File: src/rtl/nbit_regfile.sv
// Multi-entry register file: one write port, two registered read ports with
// write-to-read bypass, per-entry valid bits and a synchronous clear.
module nbit_regfile #(
  parameter int unsigned WIDTH  = 4,
  parameter int unsigned DEPTH  = 8,
  parameter int unsigned ADDR_W = 3
) (
  input  logic              Clk,
  input  logic              Rst,
  input  logic              Clr,
  input  logic              WrEn,
  input  logic [ADDR_W-1:0] WrAddr,
  input  logic [WIDTH-1:0]  WrData,
  input  logic              RdEnA,
  input  logic [ADDR_W-1:0] RdAddrA,
  output logic [WIDTH-1:0]  RdDataA,
  output logic              RdValidA,
  input  logic              RdEnB,
  input  logic [ADDR_W-1:0] RdAddrB,
  output logic [WIDTH-1:0]  RdDataB,
  output logic              RdValidB
);

  logic [WIDTH-1:0] mem [DEPTH];
  logic [DEPTH-1:0] valid;

  logic             wr_ok;
  logic             rd_ok_a;
  logic             rd_ok_b;
  logic [WIDTH-1:0] data_nxt_a;
  logic             valid_nxt_a;
  logic [WIDTH-1:0] data_nxt_b;
  logic             valid_nxt_b;

  assign wr_ok   = WrEn && (32'(WrAddr) < DEPTH);
  assign rd_ok_a = 32'(RdAddrA) < DEPTH;
  assign rd_ok_b = 32'(RdAddrB) < DEPTH;

  // Storage array and valid vector
  always_ff @(posedge Clk or posedge Rst) begin
    if (Rst) begin
      for (int unsigned i = 0; i < DEPTH; i++) mem[i] <= '0;
      valid <= '0;
    end else if (Clr) begin
      for (int unsigned i = 0; i < DEPTH; i++) mem[i] <= '0;
      valid <= '0;
    end else if (wr_ok) begin
      mem[WrAddr]   <= WrData;
      valid[WrAddr] <= 1'b1;
    end
  end

  // Read-port next values; a same-edge write to the read address is bypassed
  always_comb begin
    data_nxt_a  = '0;
    valid_nxt_a = 1'b0;
    data_nxt_b  = '0;
    valid_nxt_b = 1'b0;
    if (wr_ok && (WrAddr == RdAddrA)) begin
      data_nxt_a  = WrData;
      valid_nxt_a = 1'b1;
    end else if (rd_ok_a) begin
      data_nxt_a  = mem[RdAddrA];
      valid_nxt_a = valid[RdAddrA];
    end
    if (wr_ok && (WrAddr == RdAddrB)) begin
      data_nxt_b  = WrData;
      valid_nxt_b = 1'b1;
    end else if (rd_ok_b) begin
      data_nxt_b  = mem[RdAddrB];
      valid_nxt_b = valid[RdAddrB];
    end
  end

  // Output registers hold their value while the read strobe is low
  always_ff @(posedge Clk or posedge Rst) begin
    if (Rst) begin
      RdDataA  <= '0;
      RdValidA <= 1'b0;
      RdDataB  <= '0;
      RdValidB <= 1'b0;
    end else if (Clr) begin
      RdDataA  <= '0;
      RdValidA <= 1'b0;
      RdDataB  <= '0;
      RdValidB <= 1'b0;
    end else begin
      if (RdEnA) begin
        RdDataA  <= data_nxt_a;
        RdValidA <= valid_nxt_a;
      end
      if (RdEnB) begin
        RdDataB  <= data_nxt_b;
        RdValidB <= valid_nxt_b;
      end
    end
  end

endmodule

File: config.mk
export PLATFORM = sky130hd
export DESIGN_NAME = nbit_regfile
export DESIGN_NICKNAME = d
export VERILOG_FILES = /design/src/rtl/nbit_regfile.sv
export SDC_FILE = /design/constraint.sdc
export NUM_CORES = 1
export LEC_CHECK = 0
export CAP_MARGIN = 10
export CORE_MARGIN = 4
export CORE_UTILIZATION = 51
export CTS_CLUSTER_DIAMETER = 200
export DETAILED_ROUTE_END_ITERATION = 10
export PLACE_DENSITY = 0.76
export SYNTH_ARGS = -nofsm -noshare
export SYNTH_HDL_FRONTEND = slang
export SYNTH_SLANG_ARGS = --single-unit
File: constraint.sdc
create_clock -name Clk -period 1.3 [get_ports Clk]
set_input_delay 0.195 -clock Clk [delete_from_list [all_inputs] [get_ports Clk]]
set_output_delay 0.195 -clock Clk [all_outputs]
set_load 0.02 [all_outputs]
=== After elaboration in Yosys (flattened, before gate mapping) ===
Index checks and enable logic that the tools add are counted.

* Input bits: 19
* Output and inout port bits: 10
* Register bits after elaboration: 50

* $lt $le $gt $ge: 8
* Bitwise gates (word level): 4
* Eq/ne operators: 2
* Reductions and logical operators: 7
* Mux-type cells: 31

{| class="wikitable"
|+ Operators with widths
! operator !! count
|-
| 2-to-1 mux 32 bit || 2
|-
| 2-to-1 mux 4 bit || 11
|-
| bitwise mux 32 bit || 1
|-
| binary-select mux 4 bit (select 3 bit) || 2
|-
| 2-to-1 mux 8 bit || 2
|-
| demux 4 bit (select 3 bit) || 1
|-
| >= comparator 4 bit, second input constant || 3
|-
| < comparator 3 x 4 -> 1 bit, second input constant || 3
|-
| NOT 3 -> 4 bit || 3
|-
| 2-to-1 mux 1 bit || 9
|-
| bitwise OR 8 bit || 1
|-
| binary-select mux 1 bit (select 3 bit) || 2
|-
| equality test 3 bit || 2
|-
| nonzero test 2 bit || 3
|-
| logical AND 1 bit || 4
|-
| < comparator 4 x 1 -> 1 bit, second input constant || 1
|-
| demux 1 bit (select 3 bit) || 1
|-
| >= comparator 3 x 1 -> 1 bit, second input constant || 1
|}

=== Longest topological paths before layout ===
Gate-level depths: netlist of run 1.

* Depth in word-level cells: 8
* Depth in mapped cells: 5

=== Worst setup path after synthesis of run 1 ===
OpenSTA, ideal clock, no wires.

* Path type: input to register
* Start: in RdAddrA[0]
* End: reg RdDataA[1]
* Setup slack: 58 ps
* Path buffers: 1
* Cell stages on the path: 4
* Data arrival time: 1,104 ps
* Library setup time: 137 ps
* Cells stage by stage: buf_6 > mux4_1 > mux2i_1 > o221ai_1

* Longest elaborated chain between the ends: 7

{| class="wikitable"
|+ RTL lines
! element !! line !! text
|-
| from (decl) || 15 || <nowiki>input logic [ADDR_W-1:0] RdAddrA,</nowiki>
|-
| NOT 3 -> 4 bit (not written as such) || 63 || <nowiki>data_nxt_a = mem[RdAddrA];</nowiki>
|-
| binary-select mux 4 bit (select 3 bit) || 63 ||
|-
| 2-to-1 mux 4 bit (not written as such) (2 in a row) || 63 ||
|-
| 2-to-1 mux 4 bit * || 59 || <nowiki>if (wr_ok && (WrAddr == RdAddrA)) begin</nowiki>
|-
| 2-to-1 mux 4 bit * || 88 || <nowiki>if (RdEnA) begin</nowiki>
|-
| 2-to-1 mux 4 bit * || 82 || <nowiki>end else if (Clr) begin</nowiki>
|-
| to (signal assigned) || 89 || <nowiki>RdDataA <= data_nxt_a;</nowiki>
|-
| to (decl) || 16 || <nowiki>output logic [WIDTH-1:0] RdDataA,</nowiki>
|}

Every way passes the cells marked *; elsewhere a longest branch is shown, timed or not. The select of a mux whose other input is x is not followed.
A chain may end at the register's enable or synchronous reset.

=== Worst setup path after layout of run 1 ===
* Start: reg mem[28] (netlist name)
* End: reg RdDataA[0]

* Longest elaborated chain between the ends: 6

{| class="wikitable"
|+ RTL lines
! element !! line !! text
|-
| from (decl) || 24 || <nowiki>logic [WIDTH-1:0] mem [DEPTH];</nowiki>
|-
| from (signal, indexed assignment) || 48 || <nowiki>mem[WrAddr] <= WrData;</nowiki>
|-
| binary-select mux 4 bit (select 3 bit) || 63 ||
|-
| 2-to-1 mux 4 bit (not written as such) (2 in a row) || 63 ||
|-
| 2-to-1 mux 4 bit || 59 ||
|-
| 2-to-1 mux 4 bit || 88 ||
|-
| 2-to-1 mux 4 bit || 82 ||
|}

Every way passes these cells. The select of a mux whose other input is x is not followed.

==> summary.md, run 1 <==
| Metric | Value |
|---|---|
| Max-cap violations | 0 |
| Pwr per Cell Area | 850 nW/um2 |
| Standard-cell row count | 27 |
| Hold buffers post-CTS | 0 |
| Crit end category | flip-flop |
| Vias in the first global route | 2279 |
| Worst setup SP type | flip-flop |
| Internal power | 2.29 mW |
| Mapped Nets | 258 |
| Top FF cell, synth | dfrtp_1 |
| Cell accounting for the most synthesized area | dfrtp_1 |
| Clock Latency Late Sink | 0.31 ns |
| Kind of critical path | reg -> reg |
| Vias after detailed routing | 2198 |
| Die X | 83.0 um |
| Final Cell Area | 3700 um2 |
| Aggregate global-route resource usage | 21.8% |
| GPL Wtd Cong | 0.805 |
| Nets | 322 |
| CTS Buf Count | 5 |
| Slew HR | 80.3% |
| # IOs | 29 |
| Clock Root Buffer | clkbuf_8 |
| Hold Crit Class | in -> async |
| Most common cell in the synthesized netlist | dfrtp_1 |
| Drt wl/cell | 19.0 um |
| Die Footprint | 6890 um2 |
| CTS tree | done |
| Post-synth EDFFs | 0 |
| Max FO, Critical Path | 3 |
| Util after Layout | 67.6% |
| P_leak | 1.77 nW |
| Longest Clk Path Bufs | 2 |
| Synth warn | 0 |
| Routed Wire Length | 7.15 mm |
| Sequential cell area fraction in the yosys report | 43.6% |
| Top cells by area, synth | dfrtp_1, mux2i_1, mux4_1, mux4_2, nor2_1 |
| First-pass GRT wire length | 11.7 mm |
| Fillers | 408 |
| Post-synthesis cell type count | 23 |
| Initial Util | 52.4% |
| Layout cell share with drive strength beyond 1 | 29.6% |
| Final worst path period need | 1.39 ns |
| VDD IR max | 611 uV |
| Final hold violation count | 0 |
| # port buffers | 28 |
| Area of the core | 5470 um2 |
| Fin crit share | 107% |
| Slew Limit Fails | 0 |
| Max Freq | 717 MHz |
| Ys async rst share | 100% |
| Area grow syn2layout | 28.9% |
| Sw Share | 27.3% |
| Antenna Nets Post-Route | 0 |
| Synth Register Bits | 50 |
| Initial antenna violation count | 0 |
| Reg clk slew, reported paths | 0.10 ns |
| Outcome | complete, but fails checks |
| Mapped Avg Cell Area | 12.0 um2 |
| Failing checks | negative setup slack |
| Most common library cells after synthesis | dfrtp_1, nor2_1, mux2i_1 |
| Synth Instances | 239 |
| H-tree levels | 2 |
| Drt initial violations | 138 |
| Worst Tran Pin Value | 0.296 ns |
| Top-area cell type share of the netlist area | 43.6% |
| Drt drc | 0 |
| DP Wirelength | 5.35 mm |
| Grt total ovfl | 0 |
| CP arrival | 1.57 ns |
| DIE HEIGHT | 83.0 um |
| Seq pwr share | 51.6% |
| Hold Slack | 0.289 ns |
| DR pass1 iterations | 4 |
| RSZ-0062 raised after global routing | true |
| Final setup violation count | 6 |
| CTS sink cnt | 50 |
| Placed Instance Area | 3480 um2 |
| Clk_skew | 0.00954 ns |
| Combinational group share of total power | 18.6% |
| DR vias/cell | 5.85 |
| Cell area after synthesis | 2870 um2 |
| Power share of the clock group | 29.8% |
| WP data required | 1.48 ns |
| Largest net degree at the start of global routing | 51 |
| Inserted Diodes | 0 |
| Setup slack after layout | -0.0947 ns |
| Net switching power figure | 0.859 mW |
-- layer usage --
| metal | wire, um | vias to the layer above | share of wire [%] | track usage, % |
|---|---|---|---|---|
| met5 | 0 | - | 0 | 0 |
| met2 | 3740 | 65 | 52 | 38.4 |
| met1 | 2920 | 1117 | 41 | 27.3 |
| met4 | 129 | 0 | 1.8 | 7.28 |
| li1 | - | 1006 | - | - |
| met3 | 355 | 10 | 5.0 | 3.57 |
-- critical path, cell delays in order, from the launching register on --
cell and delay (ns):
dfrtp_1 0.44, mux4_2 0.48, mux2i_1 0.21, o221ai_1 0.14
-- state kept, by name (all words and copies together), names as in the netlist --
name / flops
RdDataA: 4
RdDataB: 4
RdValidA: 1
RdValidB: 1
mem: 32
valid: 8
-- kinds of logic (layout without fill, tap and decap cells) --
family	Yosys count	after routing	share of synthesized area, %
xor gates and xnor gates	6	6	1.83
AOI/OAI and AO/OA	16	16	4.45
muxes	62	62	31.9
and+or+nand+nor	76	76	12.6
buffers and inverters	29	94	5.58
DFF	50	50	43.6
-- placed cells by master (no fill, tap or decap), drive strengths merged, types with 2 or more instances in the layout --
cell and instances:
nor2b 4, a311oi 2, nand2 16, clkinvlp 2
a21oi 4, clkdlybuf4s50 10, mux2i 42, dlymetal6s2s 2
a41o 2, clkbuf 5, inv 5, nor4bb 3
dlygate4sd2 15, nor2 44, buf 52, nand4 3
mux4 20, nand4b 3, dfrtp 50, nand2b 2
xnor2 6, o221ai 8
-- power groups by stage --
stage,clock [mW],combinational [mW],sequential (mW)
4_1_cts,0.954,0.573,1.62
3_3_place_gp,0,0.529,1.65
6_report,0.936,0.585,1.62
5_1_grt,1.03,0.627,1.63
3_5_place_dp,0,0.541,1.65
2_1_floorplan,0,0.303,1.65
-- timing repair --
action,4_1_cts,5_1_grt
gates cloned,1,1
endpoints found under the setup margin,44,42
pin swaps,7,4
hold endpoints to repair,0,0
resized for setup,38,8
buffers inserted,7,2
-- cell type report --
cell class	instances	area [um2]	area share (%)
clock buffer	5	68.8	1.86
clock inverter	3	25.0	0.677
inverter	5	22.5	0.609
multi-input combinational	160	1470	39.7
sequential	50	1250	33.8
tap	72	90.1	2.44
timing repair buffer	81	773	20.9
-- final timing paths --
| kind | start | end | slack (ns) | depth (start not counted) |
|---|---|---|---|---|
| worst min register to register | RdDataA[3] | RdDataA[3] | 0.50 | 2 |
| min in group Clk | RdDataA[3] | RdDataA[3] | 0.50 | 2 |
| max in group asynchronous | Rst | mem[11] | 0.78 | 3 |
| worst max register to register | mem[28] | RdDataA[0] | -0.09 | 3 |
| worst min-delay path | Rst | valid[4] | 0.29 | 3 |
| worst max-delay path | mem[28] | RdDataA[0] | -0.09 | 3 |
-- through the flow --
step	total power, mW	TNS, ns	cells	setup WS (ns)
floorplan	1.96	0	239	0.0585
global placement	2.18	-17.56	357	-0.504
detailed placement	2.19	-19.61	357	-0.581
CTS	3.15	-0.310	373	-0.0990
global route	3.28	-0.695	376	-0.116
finish	3.14	-0.346	376	-0.0947
(Power assumes the default switching activity.)
==> run 2, diff against run 1 <==
--- a/config.mk
+++ b/config.mk
@@ -6,11 +6,14 @@
 export NUM_CORES = 1
 export LEC_CHECK = 0
 export CAP_MARGIN = 10
+export CELL_PAD_IN_SITES_DETAIL_PLACEMENT = 1
+export CELL_PAD_IN_SITES_GLOBAL_PLACEMENT = 1
 export CORE_MARGIN = 4
-export CORE_UTILIZATION = 51
+export CORE_UTILIZATION = 42
 export CTS_CLUSTER_DIAMETER = 200
+export CTS_CLUSTER_SIZE = 8
 export DETAILED_ROUTE_END_ITERATION = 10
-export PLACE_DENSITY = 0.76
+export PLACE_DENSITY_LB_ADDON = 0.1
 export SYNTH_ARGS = -nofsm -noshare
 export SYNTH_HDL_FRONTEND = slang
 export SYNTH_SLANG_ARGS = --single-unit
==> run 2 against run 1 <==
The flow still finishes with violations (negative setup slack). Clock skew down 0.0010 ns. Die area up 19%. Setup slack worse by 0.010 ns. Final cell count up 0.27%. Wire length up 14%. Sequential power about the same. Clock power up 20%. Sequential cell count unchanged. Sequential share of layout area about the same. Total power up 6.4%. Design area up 0.10%. Register-to-register slack about the same. Critical path type unchanged. Critical endpoint is now RdDataB[3].
==> summary.md, run 2 (same netlist as run 1, synthesis figures left out) <==
| Metric | Value |
|---|---|
| Pwr per Cell Area | 904 nW/um2 (+6.3%) |
| Net switching power figure | 0.871 mW (+1.4%) |
| Placed Instance Area | 3460 um2 (-0.61%) |
| Drt drc | 0 (unchanged) |
| Area of the multi-input gates | 1480 um2 (+0.51%) |
| Commonest non-fill, non-tap cell in the layout | dfrtp_1 |
| # port buffers | 28 (unchanged) |
| Standard-cell row count | 29 (+7.4%) |
| Aggregate global-route resource usage | 21.0% (-0.81 points) |
| Clock Root Buffer | clkbuf_8 |
| Pwr Total | 3.35 mW (+6.4%) |
| Grt total ovfl | 0 (unchanged) |
| Hold buffers post-CTS | 0 (unchanged) |
| Inserted Diodes | 0 (unchanged) |
| Clock Latency Late Sink | 0.31 ns (about the same) |
| DP Wirelength | 5.64 mm (+5.3%) |
| Largest Register | mem |
| Fillers | 690 (+69%) |
| Routed Wire Length | 8.18 mm (+14%) |
| Seq pwr share | 48.5% (-3.1 points) |
| Initial antenna violation count | 0 (unchanged) |
| CP arrival | 1.59 ns (+0.02 ns) |
| Crit end category | flip-flop |
| CTS tree | done |
| DIE HEIGHT | 90.7 um (+9.2%) |
| Final setup violation count | 8 (+2) |
| Fin crit share | 108% (+0.77 points) |
| Outcome | complete, but fails checks |
| Kind of critical path | reg -> reg |
| Area grow syn2layout | 29.0% |
| VDD IR max | 534 uV (-13%) |
| First-pass GRT wire length | 13.2 mm (+12%) |
| Die X | 90.7 um (+9.2%) |
| Reg area | 1250 um2 (unchanged) |
| Final Cell Area | 3700 um2 (+0.10%) |
| Final worst path period need | 1.40 ns (+0.0101 ns) |
| Layout cell share with drive strength beyond 1 | 29.7% (+0.061 points) |
| Max-cap violations | 0 (unchanged) |
| Vias after detailed routing | 2188 (-0.45%) |
| Initial Util | 44.2% (-8.3 points) |
| Die Footprint | 8220 um2 (+19%) |
| Clk_skew | 0.00853 ns (-0.00101 ns) |
| WP data required | 1.49 ns (about the same) |
| Hold Crit Class | in -> async |
| Commonest non-fill, non-tap cells in the layout | dfrtp_1, nor2_1, mux2i_1, buf_4, mux4_2 |
| H-tree levels | 2 (unchanged) |
| # IOs | 29 (unchanged) |
| CTS sink cnt | 50 (unchanged) |
| Antenna Nets Post-Route | 0 (unchanged) |
| Setup slack after layout | -0.105 ns (-0.0101 ns) |
| P_leak | 1.75 nW (-1.2%) |
| Combinational group share of total power | 17.9% (-0.7 points) |
| Hold Slack | 0.169 ns (-0.120 ns) |
| Failing checks | negative setup slack |
| Drt initial violations | 178 (+29%) |
| Worst setup SP type | flip-flop |
| Final hold violation count | 0 (unchanged) |
| Slew Limit Fails | 0 (unchanged) |
| Drt wl/cell | 21.7 um (+14%) |
| CTS Buf Count | 5 (unchanged) |
| Sw Share | 26.0% (-1.3 points) |
| Flip-flop count of the largest register after layout | 32 (unchanged) |
| DR vias/cell | 5.80 (-0.72%) |
| Nets | 318 (-1.2%) |
| GPL Wtd Cong | 0.801 (-0.48%) |
| Internal power | 2.48 mW (+8.3%) |
| Largest registers | mem x32, valid x8 |
| Util after Layout | 57.0% (-11 points) |
| Reg clk slew, reported paths | 0.09 ns (about the same) |
| Largest net degree at the start of global routing | 33 (-35%) |
| Max FO, Critical Path | 3 (unchanged) |
| DR pass1 iterations | 4 (unchanged) |
| RSZ-0062 raised after global routing | true |
| Vias in the first global route | 2318 (+1.7%) |
| Power share of the clock group | 33.5% (+3.7 points) |
| Worst Tran Pin Value | 0.400 ns (+0.104 ns) |
| Slew HR | 73.3% (-6.9 points) |
| Longest Clk Path Bufs | 2 (unchanged) |
| Max Freq | 712 MHz (-0.72%) |
| Area of the core | 6490 um2 (+19%) |
[run 2: cell types whose count changed in the layout (fill, tap and decap cells not counted), sizes merged]
cell	delta
buf	-5
inv	-1
clkbuf	+1
bufbuf	+1
bufinv	+1
clkinv	-1
clkdlybuf4s15	+2
dlymetal6s2s	-2
[run 2: area by class of cell]
class	count	area share (%)
Multi-Input combinational cell	160	39.8
Sequential cell	50	33.8
Timing Repair Buffer	77	20.2
Tap cell	77	2.60
Clock buffer	6	1.96
Clock inverter	2	1.01
Inverter	5	0.608
[run 2: worst max-delay path: stages (launching register included)]
cell and delay, ns:
dfrtp_1 0.44, mux4_2 0.51, mux2i_2 0.22, o221ai_2 0.12
[run 2: what timing repair did]
item | 4_1_cts | 5_1_grt
gates resized for setup | 47 | 2
pin swaps | 6 | 4
gates cloned | 2 | 0
setup buffers | 7 | 0
endpoints found under the setup margin | 52 | 14
[run 2: metal layers]
layer	global-route usage [%]	share of wire [%]	vias up
li1	-	-	984
met1	28.8	45	1101
met2	33.1	48	79
met3	3.42	4.3	24
met4	8.67	3.5	0
met5	0	0	-
[run 2: metrics by stage]
step                setup WS [ns]  TNS [ns]  cells
floorplan                  0.0585         0    239
global placement           -0.540    -19.22    360
detailed placement         -0.575    -20.99    360
CTS                       -0.0380    -0.134    377
global route               -0.126    -0.898    377
finish                     -0.105    -0.288    377
[run 2: power groups by stage]
stage	Combinational, mW	Sequential, mW	Clock, mW
after floorplan	0.303	1.65	0
after global placement	0.535	1.65	0
after detailed placement	0.541	1.65	0
after CTS	0.600	1.62	1.17
after global routing	0.644	1.63	1.23
final	0.600	1.62	1.12
[run 2: final timing paths]
check	from	end	slack (ns)	cells after the start
worst max-delay path	mem[23]	RdDataB[3]	-0.10	3
worst min-delay path	Rst	mem[20]	0.17	2
worst max register to register	mem[23]	RdDataB[3]	-0.10	3
worst min register to register	RdDataA[1]	RdDataA[1]	0.49	2
max in group asynchronous	Rst	valid[1]	0.70	3
min in group Clk	RdDataA[1]	RdDataA[1]	0.49	2
==> run 3, diff against run 2 <==
--- a/config.mk
+++ b/config.mk
@@ -6,7 +6,7 @@
 export NUM_CORES = 1
 export LEC_CHECK = 0
 export CAP_MARGIN = 10
-export CELL_PAD_IN_SITES_DETAIL_PLACEMENT = 1
+export CELL_PAD_IN_SITES_DETAIL_PLACEMENT = 0
 export CELL_PAD_IN_SITES_GLOBAL_PLACEMENT = 1
 export CORE_MARGIN = 4
 export CORE_UTILIZATION = 42
==> run 3 against run 2 <==
The flow still finishes with violations (negative setup slack). Clock power is essentially flat. Sequential share of layout area is essentially flat. Die area is the same. Design area shrank 0.14%. Worst hold slack is essentially flat. Sequential power is essentially flat. Critical endpoint is now RdValidA.
==> summary.md, run 3 (same netlist as run 1, synthesis figures left out) <==
| Metric | Value |
|---|---|
| Largest registers | mem x32, valid x8 |
| Slowest CP cell | mux4_2 |
| Area of the core | 6490 um2 (unchanged) |
| Drt drc | 0 (unchanged) |
| Worst setup SP type | flip-flop |
| Worst Path Buf+Inv | 0 (unchanged) |
| Final hold violation count | 0 (unchanged) |
| First-pass GRT wire length | 12.1 mm (-7.8%) |
| Initial Util | 44.2% (unchanged) |
| Non-Filler Instances | 380 (+0.80%) |
| Vias after detailed routing | 2163 (-1.1%) |
| DIE HEIGHT | 90.7 um (unchanged) |
| CTS Buf Count | 5 (unchanged) |
| CP arrival | 1.51 ns (-0.08 ns) |
| Failing checks | negative setup slack |
| Aggregate global-route resource usage | 19.3% (-1.7 points) |
| Slew HR | 71.4% (-2.0 points) |
| Die Footprint | 8220 um2 (unchanged) |
| Fin crit share | 102% (-6.0 points) |
| DP Wirelength | 5.37 mm (-4.7%) |
| Die X | 90.7 um (unchanged) |
| Area grow syn2layout | 28.9% |
| # IOs | 29 (unchanged) |
| RSZ-0062 raised after global routing | true |
| WP data required | 1.49 ns (about the same) |
| Max Freq | 754 MHz (+5.9%) |
| Hold buffers post-CTS | 0 (unchanged) |
| Layout cell share with drive strength beyond 1 | 29.7% (+0.036 points) |
| CP Cell Sequence | mux4_2 -> mux2i_2 -> a311oi_1 |
| Largest Register | mem |
| Pwr per Cell Area | 901 nW/um2 (-0.39%) |
| Max FO, Critical Path | 3 (unchanged) |
| Standard-cell row count | 29 (unchanged) |
| DR vias/cell | 5.69 (-1.9%) |
| Setup slack after layout | -0.0268 ns (+0.0779 ns) |
| Final worst path period need | 1.33 ns (-0.0779 ns) |
| Commonest non-fill, non-tap cell in the layout | dfrtp_1 |
| Drt initial violations | 214 (+20%) |
| Slew Limit Fails | 0 (unchanged) |
| Clk_skew | 0.00591 ns (-0.00262 ns) |
| Drt wl/cell | 19.9 um (-8.1%) |
| H-tree levels | 2 (unchanged) |
| CTS sink cnt | 50 (unchanged) |
| Max-cap violations | 0 (unchanged) |
| Crit end category | flip-flop |
| Clock Root Buffer | clkbuf_8 |
| Outcome | complete, but fails checks |
| Max incr delay on CP | 0.48 ns (-0.03 ns) |
| Inserted Diodes | 0 (unchanged) |
| GPL Wtd Cong | 0.801 (unchanged) |
| Longest Clk Path Bufs | 2 (unchanged) |
| DR pass1 iterations | 4 (unchanged) |
| CTS tree | done |
| Nets | 321 (+0.94%) |
| Initial antenna violation count | 0 (unchanged) |
| P_leak | 1.75 nW (about the same) |
| VDD IR max | 486 uV (-9.0%) |
| Cell family with most CP delay | multiplexers |
| # port buffers | 28 (unchanged) |
| Final setup violation count | 6 (-2) |
| Placed Cells | 360 (unchanged) |
| Grt total ovfl | 0 (unchanged) |
| Hold Crit Class | in -> async |
| Vias in the first global route | 2193 (-5.4%) |
| Largest net degree at the start of global routing | 33 (unchanged) |
| Antenna Nets Post-Route | 0 (unchanged) |
| Clock Latency Late Sink | 0.30 ns (about the same) |
| Routed Wire Length | 7.58 mm (-7.4%) |
| Flip-flop count of the largest register after layout | 32 (unchanged) |
| Commonest non-fill, non-tap cells in the layout | dfrtp_1, nor2_1, buf_4 |
| Reg clk slew, reported paths | 0.10 ns (about the same) |
| Worst Tran Pin Value | 0.430 ns (+0.0295 ns) |
| Kind of critical path | reg -> reg |
| Place WS | -0.538 ns (+0.0375 ns) |
## run 3: metal layers
metal	part of all wire (%)	vias up	global-route usage, %
met3	7.9	11	5.50
li1	-	991	-
met4	2.3	0	6.12
met5	0	-	0
met2	47	79	30.2
met1	43	1082	25.9
## run 3: through the flow
stage / setup TNS, ns / total power, mW / utilization (%) / hold slack, ns / cell area (um2)
4_1_cts: -0.0977 / 3.36 / 56.5 / 0.173 / 3670
6_report: -0.0886 / 3.33 / 56.9 / 0.169 / 3700
5_1_grt: -0.670 / 3.47 / 56.9 / 0.193 / 3700
2_1_floorplan: 0 / 1.96 / - / 0.237 / 2870
3_3_place_gp: -19.22 / 2.19 / 53.2 / 0.474 / 3460
3_5_place_dp: -20.70 / 2.19 / 53.2 / 0.475 / 3460
## run 3: worst paths after layout
kind | start | endpoint | slack [ns] | cells after the start
setup / recovery | valid[1] | RdValidA | -0.03 | 3
hold / removal | Rst | mem[20] | 0.17 | 2
setup reg to reg | valid[1] | RdValidA | -0.03 | 3
hold reg to reg | RdDataB[1] | RdDataB[1] | 0.49 | 2
max in group asynchronous | Rst | mem[9] | 0.71 | 3
min in group Clk | RdDataB[1] | RdDataB[1] | 0.49 | 2
## run 3: cell type report
class / count / area (um2)
clock inverter: 2 / 37.5
timing repair buffer: 80 / 764
multi-input combinational: 160 / 1450
fill: 595 / 2800
sequential: 50 / 1250
clock buffer: 6 / 72.6
inverter: 5 / 22.5
tap: 77 / 96.3
## run 3: timing repair
item | in CTS | in global routing
buffers inserted | 7 | 3
endpoints found under the setup margin | 53 | 10
pin swaps | 6 | 2
cloned | 2 | 0
gates resized for setup | 43 | 1
## run 3: power breakdown
part / leakage (nW) / total [mW] / switching, mW / internal, mW
clock network: 0.0514 / 1.12 / 0.545 / 0.575
logic: 1.01 / 0.586 / 0.280 / 0.306
registers: 0.691 / 1.62 / 0.0313 / 1.59
